===== src/rtl/shift_exec_stage.sv =====
// shift_exec_stage: two-stage pipelined execute wrapper around the 16-bit
// barrel shifter (bar_shift_lr_16b). S1 registers the decoded shift micro-op,
// S2 registers the shifted result, destination tag and status flags.
// Valid/ready handshake on both sides, full-rate throughput, synchronous flush.
//
// Optional feature macro: SHIFT_FLAGS_EN
//   defined   -> carry/zero/negative flags are computed and registered
//   undefined -> flag logic is not built; out_c/out_z/out_n are tied to 0

// 16-bit barrel shifter: lr selects pass (00), logical left (01),
// logical right (10) or arithmetic right (11) by sel bit positions.
module bar_shift_lr_16b (
  input  logic [15:0] a,
  input  logic [3:0]  sel,
  input  logic [1:0]  lr,
  output logic [15:0] b
);

  // Select the shift direction/kind; default assignment keeps this latch-free.
  always_comb begin
    // NOTE: every always_comb output gets a default first so no path leaves it unassigned (no latch).
    b = a;
    case (lr)
      2'b01:   b = a << sel;
      2'b10:   b = a >> sel;
      2'b11:   b = 16'($signed(a) >>> sel);
      default: b = a;
    endcase
  end

endmodule

module shift_exec_stage #(
  parameter int TAG_W = 3
) (
  input  logic             clk,
  input  logic             rst_n,
  input  logic             flush,
  input  logic             in_valid,
  output logic             in_ready,
  input  logic [1:0]       in_op,
  input  logic [15:0]      in_a,
  input  logic [3:0]       in_shamt,
  input  logic [TAG_W-1:0] in_tag,
  output logic             out_valid,
  input  logic             out_ready,
  output logic [15:0]      out_res,
  output logic [TAG_W-1:0] out_tag,
  output logic             out_c,
  output logic             out_z,
  output logic             out_n
);

  typedef enum logic [1:0] {
    OP_PASS = 2'b00,
    OP_SLL  = 2'b01,
    OP_SRL  = 2'b10,
    OP_SRA  = 2'b11
  } op_e;

  // S1 pipeline register contents
  logic             s1_valid;
  op_e              s1_op;
  logic [15:0]      s1_a;
  logic [3:0]       s1_shamt;
  logic [TAG_W-1:0] s1_tag;

  // Handshake / advance controls
  logic s2_free;
  logic s1_adv;
  logic accept;

  // Datapath between S1 and S2
  logic [15:0] shift_b;
  logic [15:0] res_d;

  assign s2_free  = !out_valid || out_ready;
  assign s1_adv   = s1_valid && s2_free;
  // in_ready is combinational from out_ready: there is no skid buffer, so S1
  // can only take a new op if it is empty or draining into S2 this cycle.
  assign in_ready = !flush && (!s1_valid || s2_free);
  assign accept   = in_valid && in_ready;

  bar_shift_lr_16b u_shift (
    .a   (s1_a),
    .sel (s1_shamt),
    .lr  (s1_op),
    .b   (shift_b)
  );

  // Pass-through bypasses the shifter output entirely.
  assign res_d = (s1_op == OP_PASS) ? s1_a : shift_b;

  // S1 occupancy: flush wins, then accept (refill), then drain into S2.
  always_ff @(posedge clk or negedge rst_n) begin
    // NOTE: clocked state uses non-blocking assignments so every register samples pre-edge values.
    if (!rst_n) begin
      s1_valid <= 1'b0;
    end else if (flush) begin
      s1_valid <= 1'b0;
    end else if (accept) begin
      s1_valid <= 1'b1;
    end else if (s1_adv) begin
      s1_valid <= 1'b0;
    end
  end

  // S1 operand capture on accept.
  always_ff @(posedge clk) begin
    // NOTE: payload registers carry no reset; s1_valid alone qualifies them, so stale data is harmless.
    if (accept) begin
      s1_op    <= op_e'(in_op);
      s1_a     <= in_a;
      s1_shamt <= in_shamt;
      s1_tag   <= in_tag;
    end
  end

  // S2 result register: loads on advance, holds while stalled, empties when drained.
  always_ff @(posedge clk or negedge rst_n) begin
    if (!rst_n) begin
      out_valid <= 1'b0;
      out_res   <= 16'h0000;
      out_tag   <= '0;
    end else if (flush) begin
      out_valid <= 1'b0;
    end else if (s1_adv) begin
      out_valid <= 1'b1;
      out_res   <= res_d;
      out_tag   <= s1_tag;
    end else if (out_ready) begin
      out_valid <= 1'b0;
    end
  end

`ifdef SHIFT_FLAGS_EN
  logic [16:0] left_ext;
  logic [16:0] right_ext;
  logic        carry_d;

  // Carry is the last bit shifted out; widening by one bit makes k=0 yield 0.
  always_comb begin
    left_ext  = {1'b0, s1_a} << s1_shamt;
    right_ext = {s1_a, 1'b0} >> s1_shamt;
    carry_d   = 1'b0;
    case (s1_op)
      OP_SLL:         carry_d = left_ext[16];
      OP_SRL, OP_SRA: carry_d = right_ext[0];
      default:        carry_d = 1'b0;
    endcase
  end

  // Flag registers track the S2 result register load.
  always_ff @(posedge clk or negedge rst_n) begin
    if (!rst_n) begin
      out_c <= 1'b0;
      out_z <= 1'b0;
      out_n <= 1'b0;
    end else if (!flush && s1_adv) begin
      out_c <= carry_d;
      out_z <= (res_d == 16'h0000);
      out_n <= res_d[15];
    end
  end
`else
  assign out_c = 1'b0;
  assign out_z = 1'b0;
  assign out_n = 1'b0;
`endif

endmodule

===== config.mk =====
export PLATFORM = sky130hd
export DESIGN_NAME = shift_exec_stage
export DESIGN_NICKNAME = d
export VERILOG_FILES = /design/src/rtl/shift_exec_stage.sv
export SDC_FILE = /design/constraint.sdc
export NUM_CORES = 1
export LEC_CHECK = 0
export BUFFER_PORTS_ARGS = -buffer_cell sky130_fd_sc_hd__buf_2
export CAP_MARGIN = 5
export CORE_MARGIN = 5
export CORE_UTILIZATION = 40
export CTS_CLUSTER_DIAMETER = 100
export DETAILED_ROUTE_END_ITERATION = 8
export PLACE_DENSITY = 0.61
export SLEW_MARGIN = 5
export SYNTH_ARGS = -nofsm -noshare
export SYNTH_HDL_FRONTEND = slang
export SYNTH_SLANG_ARGS = --single-unit
export TNS_END_PERCENT = 50

===== constraint.sdc =====
create_clock -name clk -period 2.3 [get_ports clk]
set_input_delay 0.345 -clock clk [delete_from_list [all_inputs] [get_ports clk]]
set_output_delay 0.345 -clock clk [all_outputs]
set_load 0.05 [all_outputs]

Yosys cells after proc, flatten, opt, wreduce, memory -nomap -nowiden. Cells that the tools add are included. W data, S select, Z words.

Flip-flop bits (word level): 46. Bits of input ports: 30. Output and inout port bits: 24. Word-level logic and storage cells: 35.

Equality and inequality tests: 3. Shift-type cells: 3. Mux-type cells: 8. Bitwise logic cells: 1. Reduce and logical (&&, ||, !) cells: 12.

Operators with widths (number): $pmux W16 S3 (1); $mux W16 (1); $shl A16 B4 Y16 (1); $shr A16 B4 Y16 (1); $sshr A16 B4 Y16 (1); $mux W1 (6); $reduce_bool A3 Y1 (2); $eq A2 B2 Y1 const B (2); $logic_and A1 B1 Y1 (3); $logic_not A1 Y1 (3); $eq A2 B1 Y1 const B (1); $logic_not A2 Y1 (1); $logic_or A1 B1 Y1 (2); $reduce_and A2 Y1 (1); $not A1 Y1 (1).

Depth between registers and ports, before layout.
Depth in word-level cells: 7. Depth in mapped cells: 8. Mapped depth without buffers: 5.

Hierarchy. From an unflattened synthesis, not the netlist that was laid out.

Cell total of the unflattened synthesis: 314. Area, all modules: 3577.2 um^2.

Modules (own cells, without submodules): shift_exec_stage (times used 1, cells an instance 97, area each 1888.1 um^2, sequential area each 1276.2 um^2); bar_shift_lr_16b (times used 1, cells an instance 217, area each 1689.1 um^2, sequential area each 0.0 um^2).

Worst setup path before layout. No wires, ideal clock.

Path type: register to register. Start: register out_valid. End: register s1_a[0] (enable). Library setup time: 384 ps. Arrival: 2398 ps. Data required time: 1916 ps. Slack: -482 ps. Cell stages (with the launch flop): 4. Buffers on the path: 0. Clock period less this slack: 2782 ps. Path through: dfrtp_1 > nor2b_1 > a21oi_1 > and2_1.

Cells in the longest elaborated chain, start to end: 5.

RTL lines: from (decl) (line 45) `output logic out_valid,`; from (signal assigned) (line 122) `out_valid <= 1'b0;`; from (signal assigned) (line 126) `out_valid <= 1'b0;`; from (signal assigned) (line 128) `out_valid <= 1'b1;`; $logic_not A1 Y1 (line 77) `assign s2_free = !out_valid || out_ready;`; $logic_or A1 B1 Y1 (line 77); $logic_or A1 B1 Y1 (line 81) `assign in_ready = !flush && (!s1_valid || s2_free);`; $logic_and A1 B1 Y1 (line 81); named net in_ready (line 40) `output logic in_ready,`; $logic_and A1 B1 Y1 (line 82) `assign accept = in_valid && in_ready;`; named net accept (line 71) `logic accept;`; to (signal assigned) (line 113) `s1_a <= in_a;`; to (decl) (line 64) `logic [15:0] s1_a;`.

The timed path passes the listed nets, and every way through them passes these cells. A chain may end at the register's enable or synchronous reset.

Worst setup path in the final report.
Start: register s1_shamt[2]. End: register out_res[5].

Cells in the longest elaborated chain, start to end: 3. Elaborated cells between the ends (all ways): 5. Those cells by class: 3 x shift; 2 x mux.

RTL lines: from (decl) (line 65) `logic [3:0] s1_shamt;`; from (signal assigned) (line 114) `s1_shamt <= in_shamt;`; $sshr A16 B4 Y16, or another cell as far along (line 26) `2'b11: b = 16'($signed(a) >>> sel);`; $pmux W16 S3 * (line 23) `case (lr)`; $mux W16 * (line 92) `assign res_d = (s1_op == OP_PASS) ? s1_a : shift_b;`; to (signal assigned) (line 129) `out_res <= res_d;`; to (decl) (line 47) `output logic [15:0] out_res,`.

Mark *: on every way between the ends. The rest lies on a longest branch, timed or not.

==> flow_metrics.py <==
metrics = {
    "outcome": {
        "outcome": "complete, but fails checks",
        "violations": "hold timing",
    },
    "timing": {
        "worst_pin_slew_ns": 0.5437,
        "skew_ns": 0.01505,
        "whs_ns": -0.007730,
        "period_needed_ns": 2.146,
        "setup_viol": 0,
        "relSlewSlack_pct": 63.71,
        "setup_tns_ns": 0,
        "final.period_utilization_pct": 93.30,
        "final_hold_viol_count": 12,
        "fmax_mhz": 466.0,
        "rsz0062_at_grt": "false",
        "maxSlewViolCount": 0,
    },
    "floorplanning": {
        "row_count": 33,
        "initial_core_util_pct": 40.82,
        "coreArea_um2": 8134,
        "fp.dieH_um": 101.1,
        "die_area_um2": 10220,
        "dieWidth_um": 101.1,
        "io_pins": 54,
    },
    "logic_synthesis": {
        "synth_top_area_share_pct": 22.61,
        "synthTopCellsByArea": "edfxtp_1 23%, dfrtp_1 16%, mux2i_1 6.9%, mux4_2 6.8%, mux2_2 5.4%",
        "synthTopCellsByCount": "40 x nand2_1, 38 x nor2_1, 25 x edfxtp_1",
        "synth.most_common_cell": "nand2_1",
        "synth_area_um2": 3321,
        "synth_cell_types": 52,
        "synth_cells": 349,
        "yosysTopAreaCell": "edfxtp_1",
        "synthArstFlopShare_pct": 45.65,
        "synth_seq_cells": 46,
        "synth_area_per_cell_um2": 9.515,
        "synth_ff_type": "edfxtp_1",
        "yosys_warnings": 0,
        "ys_seq_area_share_pct": 38.43,
        "synth-edff-count": 25,
    },
    "clocking": {
        "cts.clk_slew.worst_paths_ns": 0.10,
        "cts_htree_levels": 2,
        "ctsResizeCount": 0,
        "tritoncts": "done",
        "cts.sinks": 46,
        "cts_made_buffers": 5,
        "clk_latency_ns": 0.31,
        "cts_root_buf": "clkbuf_8",
        "clockBufferDepth": 2,
        "hold_buffers": 0,
        "post_cts_buffers": 0,
    },
    "layout": {
        "drive_gt1_share_pct": 29.28,
        "num_antenna_cells": 0,
        "num-nets-final": 432,
        "synthToLayoutAreaGrowth_pct": 17.22,
    },
    "pwr": {
        "leakage_nw": 1.570,
        "vdd_drop_max_v": 0.0002536,
        "p_per_area_nw_per_um2": 610.5,
    },
    "job": {
        "drv_cap": 0,
    },
    "detailed_routing": {
        "wl_um": 10870,
        "drc": 0,
        "dr_total_vias": 3135,
        "avgViaCountPerCell": 6.171,
        "drt_iter0_markers": 322,
        "wl_per_cell_um": 21.39,
        "drt_pass1_iterations": 6,
        "drtAntennaViolNets": 0,
    },
    "setup_path": {
        "worstPathMaxFanout": 14,
        "critical_path_required_ns": 2.53,
        "crit_buf_inv": 1,
        "arrival_ns": 2.37,
        "crit_chain": "nor2_1 -> a21oi_1 -> a311oi_1 -> buf_4 -> o21bai_1 -> o21ai_0",
        "cp-start-kind": "flop",
        "worst_setup_path_end_kind": "flop",
        "cpPeakStageDelay_ns": 0.61,
        "timing.critical_path.max_delay_family": "compound AO/OA/AOI/OAI gates",
        "slowest_stage": "edfxtp_1",
        "crit_type": "reg -> reg",
    },
    "grt": {
        "first_global_vias": 2955,
        "track_usage_pct": 21.87,
        "grt_max_degree": 46,
        "grt_antenna_before_repair": 0,
        "overflow": 0,
        "grt_pass1_wl_um": 17060,
    },
    "placement": {
        "portBuffers": 50,
        "dp_hpwl_um": 7888,
        "gp_congestion": 0.9817,
    },
    "min_path": {
        "min-delay-path-class": "in -> async",
    },
}
-- final timing paths --
check | start | endpoint | slack [ns] | cells after the start
setup / recovery | s1_shamt[2] | out_res[5] | 0.15 | 6
hold / removal | rst_n | out_res[9] | -0.008 | 1
setup reg to reg | s1_shamt[2] | out_res[5] | 0.15 | 6
hold reg to reg | s1_tag[0] | out_tag[0] | 0.46 | 2
max in group asynchronous | rst_n | out_res[3] | 1.96 | 1
min in group clk | in_a[4] | s1_a[4] | 0.21 | 1
-- final cells by class --
cell class | count | area [um^2]
clock buffer | 5 | 68.82
clock inverter | 3 | 45.04
fill | 762 | 4242
inverter | 4 | 15.01
multi-input combinational | 270 | 1868
sequential | 46 | 1276
tap | 105 | 131.4
timing repair buffer | 75 | 488.0
-- sequential cells by signal, summed over array words and instances, names as in the netlist --
name / flops
out_tag: 3
s1_tag: 3
s1_valid: 1
out_res: 16
s1_a: 16
s1_op: 2
out_valid: 1
s1_shamt: 4
-- layout by cell type, fill, tap and decap left out, types with 2 or more instances in the layout --
cell type and count:
buf_2 50, nand2_1 40, nor2_1 38, edfxtp_1 25, o21ai_0 24, mux2i_1 23
dfrtp_1 21, buf_4 21, a21oi_1 19, mux2_2 16, mux4_2 10, o22ai_1 9
nor2b_1 7, a31oi_1 7, a211oi_1 6, nand2b_1 5, clkbuf_8 5, or3_1 4
o31ai_1 4, a211o_1 4, o211ai_1 4, buf_12 4, mux2_4 3, inv_1 3
or2_2 3, o32ai_1 3, o21bai_1 3, nand4_1 3, nor3_1 3, nand3_1 3
conb_1 3, a22oi_1 2, nor3b_1 2, a311oi_1 2, o21ai_1 2, o221ai_1 2
o311ai_1 2, o21a_1 2, clkinvlp_4 2
-- routing by layer --
metal | global-route usage (%) | up-vias | share of wire [%]
li1 | - | 1412 | -
met1 | 31.30 | 1519 | 42
met2 | 33.85 | 178 | 46
met3 | 4.152 | 26 | 9.5
met4 | 6.135 | 0 | 2.7
met5 | 0 | - | 0
-- through the flow --
step / util (%) / setup WS (ns) / cells / power [mW] / instance area, um^2
after floorplan: - / 0.09368 / 351 / 1.548 / 3333
after global placement: 46.45 / 0.2167 / 500 / 1.771 / 3779
after detailed placement: 46.45 / 0.1654 / 500 / 1.768 / 3779
after CTS: 47.85 / 0.1339 / 508 / 2.392 / 3892
after global routing: 47.85 / 0.004115 / 508 / 2.484 / 3892
final: 47.85 / 0.1542 / 508 / 2.376 / 3892
-- power breakdown --
group | switching, mW | total [mW] | internal [mW]
logic | 0.488 | 0.718 | 0.229
registers | 0.0784 | 1.04 | 0.958
clock network | 0.299 | 0.622 | 0.324
-- logic make-up after synthesis --
kind of cell,after synthesis,share of synthesized area [%]
AOI/OAI and AO/OA,104,20.38
buffers and inverters,35,5.689
DFF,46,38.43
muxes,52,20.50
other,1,0.1129
and+or+nand+nor,111,14.88
Power figures use the tool's default switching activity.
